[src/rtl/mult_share_arbiter_pkg.sv]
// Shared types and constants for the multiplier-sharing arbiter.
// State encoding, default widths/latency and the requester index width helper.
package mult_arb_pkg;

  typedef enum logic [1:0] {
    IDLE = 2'd0,
    EXEC = 2'd1,
    RESP = 2'd2
  } arb_state_t;

  localparam int DEF_DATA_W  = 32;
  localparam int DEF_MUL_LAT = 1;

  // Width of an index into n requesters, never less than one bit.
  function automatic int clog2(input int n);
    int w;
    w = 1;
    while ((1 << w) < n) w++;
    return w;
  endfunction

endpackage

[src/rtl/mult_share_arbiter_if.sv]
// Request/response channels between the neuron datapaths and the multiplier arbiter.
// master = requester side, slave = arbiter side.
interface mult_share_arbiter_if
  import mult_arb_pkg::*;
#(
  parameter int NUM_REQ = 2,
  parameter int DATA_W  = DEF_DATA_W
);
  logic [NUM_REQ-1:0]        req_valid;
  logic [NUM_REQ-1:0]        req_ready;
  logic [NUM_REQ*DATA_W-1:0] req_a;
  logic [NUM_REQ*DATA_W-1:0] req_b;
  logic [NUM_REQ-1:0]        rsp_valid;
  logic [NUM_REQ-1:0]        rsp_ready;
  logic [DATA_W-1:0]         rsp_result;
  logic                      rsp_ovf;

  modport master (
    output req_valid, req_a, req_b, rsp_ready,
    input  req_ready, rsp_valid, rsp_result, rsp_ovf
  );

  modport slave (
    input  req_valid, req_a, req_b, rsp_ready,
    output req_ready, rsp_valid, rsp_result, rsp_ovf
  );
endinterface

[src/rtl/mult_share_arbiter_rr_arbiter.sv]
// Round-robin picker: first set request scanning upward from ptr+1 with wrap.
// Purely combinational; grant is one-hot or zero.
module rr_arbiter
  import mult_arb_pkg::*;
#(
  parameter  int NUM_REQ = 2,
  localparam int IW      = clog2(NUM_REQ)
) (
  input  logic [NUM_REQ-1:0] req,
  input  logic [IW-1:0]      ptr,
  output logic [NUM_REQ-1:0] gnt,
  output logic [IW-1:0]      gnt_idx,
  output logic               any
);

  always_comb begin
    logic [IW-1:0] idx;
    gnt     = '0;
    gnt_idx = '0;
    any     = 1'b0;
    idx     = '0;
    for (int k = 1; k <= NUM_REQ; k++) begin
      idx = IW'((int'(ptr) + k) % NUM_REQ);
      if (!any && req[idx]) begin
        any      = 1'b1;
        gnt[idx] = 1'b1;
        gnt_idx  = idx;
      end
    end
  end

endmodule

[src/rtl/mult_share_arbiter.sv]
// Shares one combinational multiplier between NUM_REQ requesters, one product in flight.
// Accept in IDLE, capture after MUL_LAT cycles, hold the response until the granted requester takes it.
module mult_share_arbiter
  import mult_arb_pkg::*;
#(
  parameter int NUM_REQ = 2,
  parameter int DATA_W  = DEF_DATA_W,
  parameter int MUL_LAT = DEF_MUL_LAT
) (
  input  logic                clk,
  input  logic                rst_n,
  mult_share_arbiter_if.slave bus,
  output logic [DATA_W-1:0]   mul_a,
  output logic [DATA_W-1:0]   mul_b,
  input  logic [DATA_W-1:0]   mul_result,
  input  logic                mul_ovf,
  output logic [NUM_REQ-1:0]  ovf_sticky,
  input  logic [NUM_REQ-1:0]  ovf_clr,
  output logic                busy
);

  localparam int IW = clog2(NUM_REQ);
  localparam int CW = 3;

  arb_state_t          state;
  logic [IW-1:0]       ptr;
  logic [IW-1:0]       grant_idx;
  logic [IW-1:0]       arb_idx;
  logic [NUM_REQ-1:0]  arb_gnt;
  logic [NUM_REQ-1:0]  grant_oh;
  logic [NUM_REQ-1:0]  rsp_valid_q;
  logic                arb_any;
  logic                capture;
  logic [CW-1:0]       cnt;
  logic [DATA_W-1:0]   sel_a;
  logic [DATA_W-1:0]   sel_b;
  logic [DATA_W-1:0]   rsp_result_q;
  logic                rsp_ovf_q;

  rr_arbiter #(.NUM_REQ(NUM_REQ)) u_rr (
    .req     (bus.req_valid),
    .ptr     (ptr),
    .gnt     (arb_gnt),
    .gnt_idx (arb_idx),
    .any     (arb_any)
  );

  always_comb begin
    sel_a = '0;
    sel_b = '0;
    for (int i = 0; i < NUM_REQ; i++) begin
      if (arb_idx == IW'(i)) begin
        sel_a = bus.req_a[i*DATA_W +: DATA_W];
        sel_b = bus.req_b[i*DATA_W +: DATA_W];
      end
    end
  end

  assign grant_oh = NUM_REQ'(1) << grant_idx;
  assign capture  = (state == EXEC) && (cnt == CW'(1));

  // Gated by rst_n so that nothing looks accepted while reset is asserted.
  assign bus.req_ready  = (rst_n && state == IDLE) ? arb_gnt : '0;
  assign bus.rsp_valid  = rsp_valid_q;
  assign bus.rsp_result = rsp_result_q;
  assign bus.rsp_ovf    = rsp_ovf_q;

  always_ff @(posedge clk or negedge rst_n) begin
    if (!rst_n) begin
      state        <= IDLE;
      ptr          <= IW'(NUM_REQ - 1);
      grant_idx    <= '0;
      cnt          <= '0;
      mul_a        <= '0;
      mul_b        <= '0;
      rsp_result_q <= '0;
      rsp_ovf_q    <= 1'b0;
      rsp_valid_q  <= '0;
      busy         <= 1'b0;
      ovf_sticky   <= '0;
    end else begin
      // A set on the capture edge overrides a clear of the same bit.
      ovf_sticky <= (ovf_sticky & ~ovf_clr) | ((capture && mul_ovf) ? grant_oh : '0);
      case (state)
        IDLE: begin
          if (arb_any) begin
            mul_a     <= sel_a;
            mul_b     <= sel_b;
            grant_idx <= arb_idx;
            cnt       <= CW'(MUL_LAT);
            busy      <= 1'b1;
            state     <= EXEC;
          end
        end
        EXEC: begin
          cnt <= cnt - CW'(1);
          if (cnt == CW'(1)) begin
            rsp_result_q <= mul_result;
            rsp_ovf_q    <= mul_ovf;
            rsp_valid_q  <= grant_oh;
            state        <= RESP;
          end
        end
        RESP: begin
          if (bus.rsp_ready[grant_idx]) begin
            ptr         <= grant_idx;
            rsp_valid_q <= '0;
            busy        <= 1'b0;
            state       <= IDLE;
          end
        end
        default: state <= IDLE;
      endcase
    end
  end

endmodule

[src/flat_wrapper.sv]
// flat-port wrapper written by rule: the top's interface ports become plain ports
module mult_share_arbiter_flat import mult_arb_pkg::*;
#(
  parameter int NUM_REQ = 2,
  parameter int DATA_W  = DEF_DATA_W,
  parameter int MUL_LAT = DEF_MUL_LAT
)
  (clk, rst_n, mul_a, mul_b, mul_result, mul_ovf, ovf_sticky, ovf_clr, busy, bus_req_valid, bus_req_a, bus_req_b, bus_rsp_ready, bus_req_ready, bus_rsp_valid, bus_rsp_result, bus_rsp_ovf);
  mult_share_arbiter_if #(.NUM_REQ(NUM_REQ), .DATA_W(DATA_W)) bus_i ();
  input  logic clk;
  input  logic rst_n;
  output logic [DATA_W-1:0] mul_a;
  output logic [DATA_W-1:0] mul_b;
  input  logic [DATA_W-1:0] mul_result;
  input  logic mul_ovf;
  output logic [NUM_REQ-1:0] ovf_sticky;
  input  logic [NUM_REQ-1:0] ovf_clr;
  output logic busy;
  input wire logic [$bits(bus_i.req_valid)-1:0] bus_req_valid;
  input wire logic [$bits(bus_i.req_a)-1:0] bus_req_a;
  input wire logic [$bits(bus_i.req_b)-1:0] bus_req_b;
  input wire logic [$bits(bus_i.rsp_ready)-1:0] bus_rsp_ready;
  output wire logic [$bits(bus_i.req_ready)-1:0] bus_req_ready;
  output wire logic [$bits(bus_i.rsp_valid)-1:0] bus_rsp_valid;
  output wire logic [$bits(bus_i.rsp_result)-1:0] bus_rsp_result;
  output wire logic [$bits(bus_i.rsp_ovf)-1:0] bus_rsp_ovf;
  assign bus_i.req_valid = bus_req_valid;
  assign bus_i.req_a = bus_req_a;
  assign bus_i.req_b = bus_req_b;
  assign bus_i.rsp_ready = bus_rsp_ready;
  assign bus_req_ready = bus_i.req_ready;
  assign bus_rsp_valid = bus_i.rsp_valid;
  assign bus_rsp_result = bus_i.rsp_result;
  assign bus_rsp_ovf = bus_i.rsp_ovf;
  mult_share_arbiter #(.NUM_REQ(NUM_REQ), .DATA_W(DATA_W), .MUL_LAT(MUL_LAT)) u_core (.clk(clk), .rst_n(rst_n), .bus(bus_i), .mul_a(mul_a), .mul_b(mul_b), .mul_result(mul_result), .mul_ovf(mul_ovf), .ovf_sticky(ovf_sticky), .ovf_clr(ovf_clr), .busy(busy));
endmodule
[config.mk]
export PLATFORM = sky130hd
export DESIGN_NAME = mult_share_arbiter_flat
export DESIGN_NICKNAME = d
export VERILOG_FILES = /design/src/rtl/mult_share_arbiter_pkg.sv /design/src/rtl/mult_share_arbiter_if.sv /design/src/rtl/mult_share_arbiter_rr_arbiter.sv /design/src/rtl/mult_share_arbiter.sv /design/src/flat_wrapper.sv
export SDC_FILE = /design/constraint.sdc
export NUM_CORES = 1
export LEC_CHECK = 0
export ABC_AREA = 0
export CAP_MARGIN = 5
export CORE_MARGIN = 4
export CORE_UTILIZATION = 29
export DETAILED_ROUTE_END_ITERATION = 16
export GPL_ROUTABILITY_DRIVEN = 0
export SYNTH_ARGS = -nofsm -noshare
export SYNTH_HDL_FRONTEND = slang
export SYNTH_SLANG_ARGS = --single-unit
[constraint.sdc]
create_clock -name clk -period 3.1 [get_ports clk]
set_input_delay 0.465 -clock clk [delete_from_list [all_inputs] [get_ports clk]]
set_output_delay 0.465 -clock clk [all_outputs]
set_load 0.02 [all_outputs]
==> run metrics <==
TritonCTS sink count 109; num ports 273; Fmax 385.1 MHz; DR WL/cell 15.93 um; P_leak 3.490 nW; capturing point of the worst reg2reg path u_core.bus.rsp_result[8]; fin crit share 83.77%; Pre-antenna DRT Iters 4; antenna-violating nets left 0; sequential share of the synthesized area 56.36%; FP Rows 46; Non-Filler Instances 901; Die Y-Extent 137.2 um; nets 856; commonest non-fill, non-tap cell in the layout clkdlybuf4s50_1; Hold Crit Class in -> async; R2R cell count 5; Avg Cell Area, Syn 11.67 um^2; Final setup viols 0; hold_ws 452.3 ps; pin count of the biggest net entering global routing 85; 1st-iter DRT viols 138; multiplexer share of the synthesized area 21.34%; Synth cell types 29; die area 0.01883 mm^2; Critical Path RT 2630 ps; post-synthesis adder-cell area fraction 1.809%; drt via density 4.454; setup TNS 0 ps; Mapped Area 0.004842 mm^2; CTS max path bufs 2; CTS H-tree depth 3; setup slack, reg-to-reg 1160 ps; critical path startpoint category flop; Synth Instances 415; P&R area growth vs syn 66.93%; Die W 137.2 um; RSZ-0062 raised after global routing false; max_cap viols 0; Synth Area in Simple Gates 6.667%; vias in the first global route 4,112; Post-Syn Nets 591; total gr overflow 0; Final Cell Area 0.008083 mm^2; clock skew 7.644 ps; most frequent cells in the layout clkdlybuf4s50_1 (271), dfrtp_1 (108), nand2_1 (67), mux2i_1 (65), o21ai_1 (38); CP endpoint kind output pin; Slew Viols, Final 0; CP Max Fanout 7; Synth Area in Compound Gates 9.612%; CP Class reg -> out; Max transition margin 48.75%; Worst Max-Slew Pin Slew 768.7 ps; Starting Density 30.05%; final hold vios 0; Yosys reg bits 109; xor and xnor area share after synthesis 0%; outcome complete, no violations; placed cells 884; Final min period 2597 ps; Yosys warnings 0; worst r2r src u_core.state[1]; TritonCTS clock tree yes; Max rail drop VDD 0.5477 mV; pwr/cell area 959.7 mW/mm^2; Power, Total 7.757 mW; root cell of the clock tree clkbuf_16; PortBufs 272; ant diodes 0; first-pass GRT wire length 21,490 um; DP HPWL 11,260 um; Post-CTS Resized 0; placed cell area 0.007762 mm^2; DRC Markers 0; main combinational cell family by area after synthesis multiplexers; clk_lat worst skew 340 ps; share of cells above drive strength 1 9.051%; CTS clk-pin slew, worst paths 70 ps; CTS Buf Count 9; initial antenna violation count 0; GRT Util Overall 14.79%; Placeable Area 0.01612 mm^2; WL final 14,350 um; Vias 4,013; WP data arrival 2130 ps
-- through the flow --
| stage | utilization (%) | setup WS, ps |
|---|---|---|
| floorplan | - | 1382 |
| global placement | 48.17 | 571.0 |
| detailed placement | 48.17 | 536.6 |
| CTS | 50.16 | 463.8 |
| global route | 50.16 | 333.7 |
| finish | 50.16 | 503.1 |
-- area by class of cell --
class	count	area, um^2
clock buffer	11	252.7
clock inverter	5	57.56
fill	1455	8033
inverter	12	45.04
multi-input combinational	269	1928
sequential	109	2729
tap	216	270.3
timing repair buffer	279	2800
-- power by group --
part	total (mW)	switching, mW	internal (mW)
clock network	1.19	0.514	0.673
logic	4.07	2.07	2.00
registers	2.50	0.369	2.13
total	7.76	2.95	4.81
-- cells by family (layout without fill, tap and decap cells) --
family / count (synthesis) / after routing
AO/OA/AOI/OAI: 85 / 85
adder cells (fa/ha/maj): 7 / 7
buffers and inverters: 37 / 307
flip-flops: 109 / 109
multiplexers: 99 / 99
AND/OR/NAND/NOR: 78 / 78
-- worst max-delay path, cell delays in order, from the launching register on --
cell             delay [ps]
dfrtp_1                 410
inv_1                   120
ha_1                    350
nand3_1                 140
a21oi_1                 140
clkdlybuf4s50_1         620
-- sequential cells by signal, indices dropped and copies added, names as in the netlist --
signal                 cells
u_core.bus.rsp_valid       2
u_core.mul_b              32
u_core.ovf_sticky          2
u_core.state               2
u_core.grant_idx           1
u_core.bus.rsp_ovf         1
u_core.mul_a              32
u_core.ptr                 1
u_core.busy                1
u_core.bus.rsp_result     32
u_core.cnt                 3
-- routing by layer --
metal | track usage [%] | part of all wire, %
met4 | 5.765 | 2.5
met5 | 0 | 0
met1 | 16.85 | 38
met3 | 5.040 | 9.9
met2 | 25.53 | 50
-- Yosys cell counts --
library cell	instances	area share [%]
a221oi_2	1	0.31
a221oi_1	1	0.18
a21oi_1	5	0.52
a22o_1	2	0.36
mux2_2	34	7.9
nand2_1	67	5.2
and3_1	2	0.26
nor3b_1	1	0.16
o22ai_1	4	0.52
nand3_1	1	0.10
ha_1	7	1.8
inv_1	12	0.93
buf_6	5	1.2
o2bb2ai_1	1	0.18
and3b_1	1	0.18
o21ai_0	30	3.1
nor2_1	1	0.077
mux2i_1	65	13
nor2b_1	1	0.13
a21boi_2	1	0.23
or3b_2	1	0.18
clkbuf_1	8	0.62
dfstp_2	1	0.54
dfrtp_1	108	56
nand2b_1	3	0.39
buf_4	5	0.78
a211o_1	1	0.18
o21ai_1	39	4.0
buf_2	7	0.72
-- worst max-delay path by stage --
stage                                start          endpoint  slack (ps)  cells past startpoint
after floorplan           bus_req_valid[1]  bus_req_ready[1]        1380                      4
after global placement    bus_req_valid[1]  bus_req_ready[1]         570                      4
after detailed placement  bus_req_valid[1]  bus_req_ready[1]         540                      4
after CTS                  u_core.state[0]  bus_req_ready[0]         460                      5
after global routing       u_core.state[1]  bus_req_ready[0]         330                      5
final                      u_core.state[0]  bus_req_ready[0]         500                      5
-- repair_timing --
item	CTS	global route
endpoints found under the hold margin	1	0
hold buffers	1	0
buffers inserted	0	0
(Power assumes the default switching activity.)
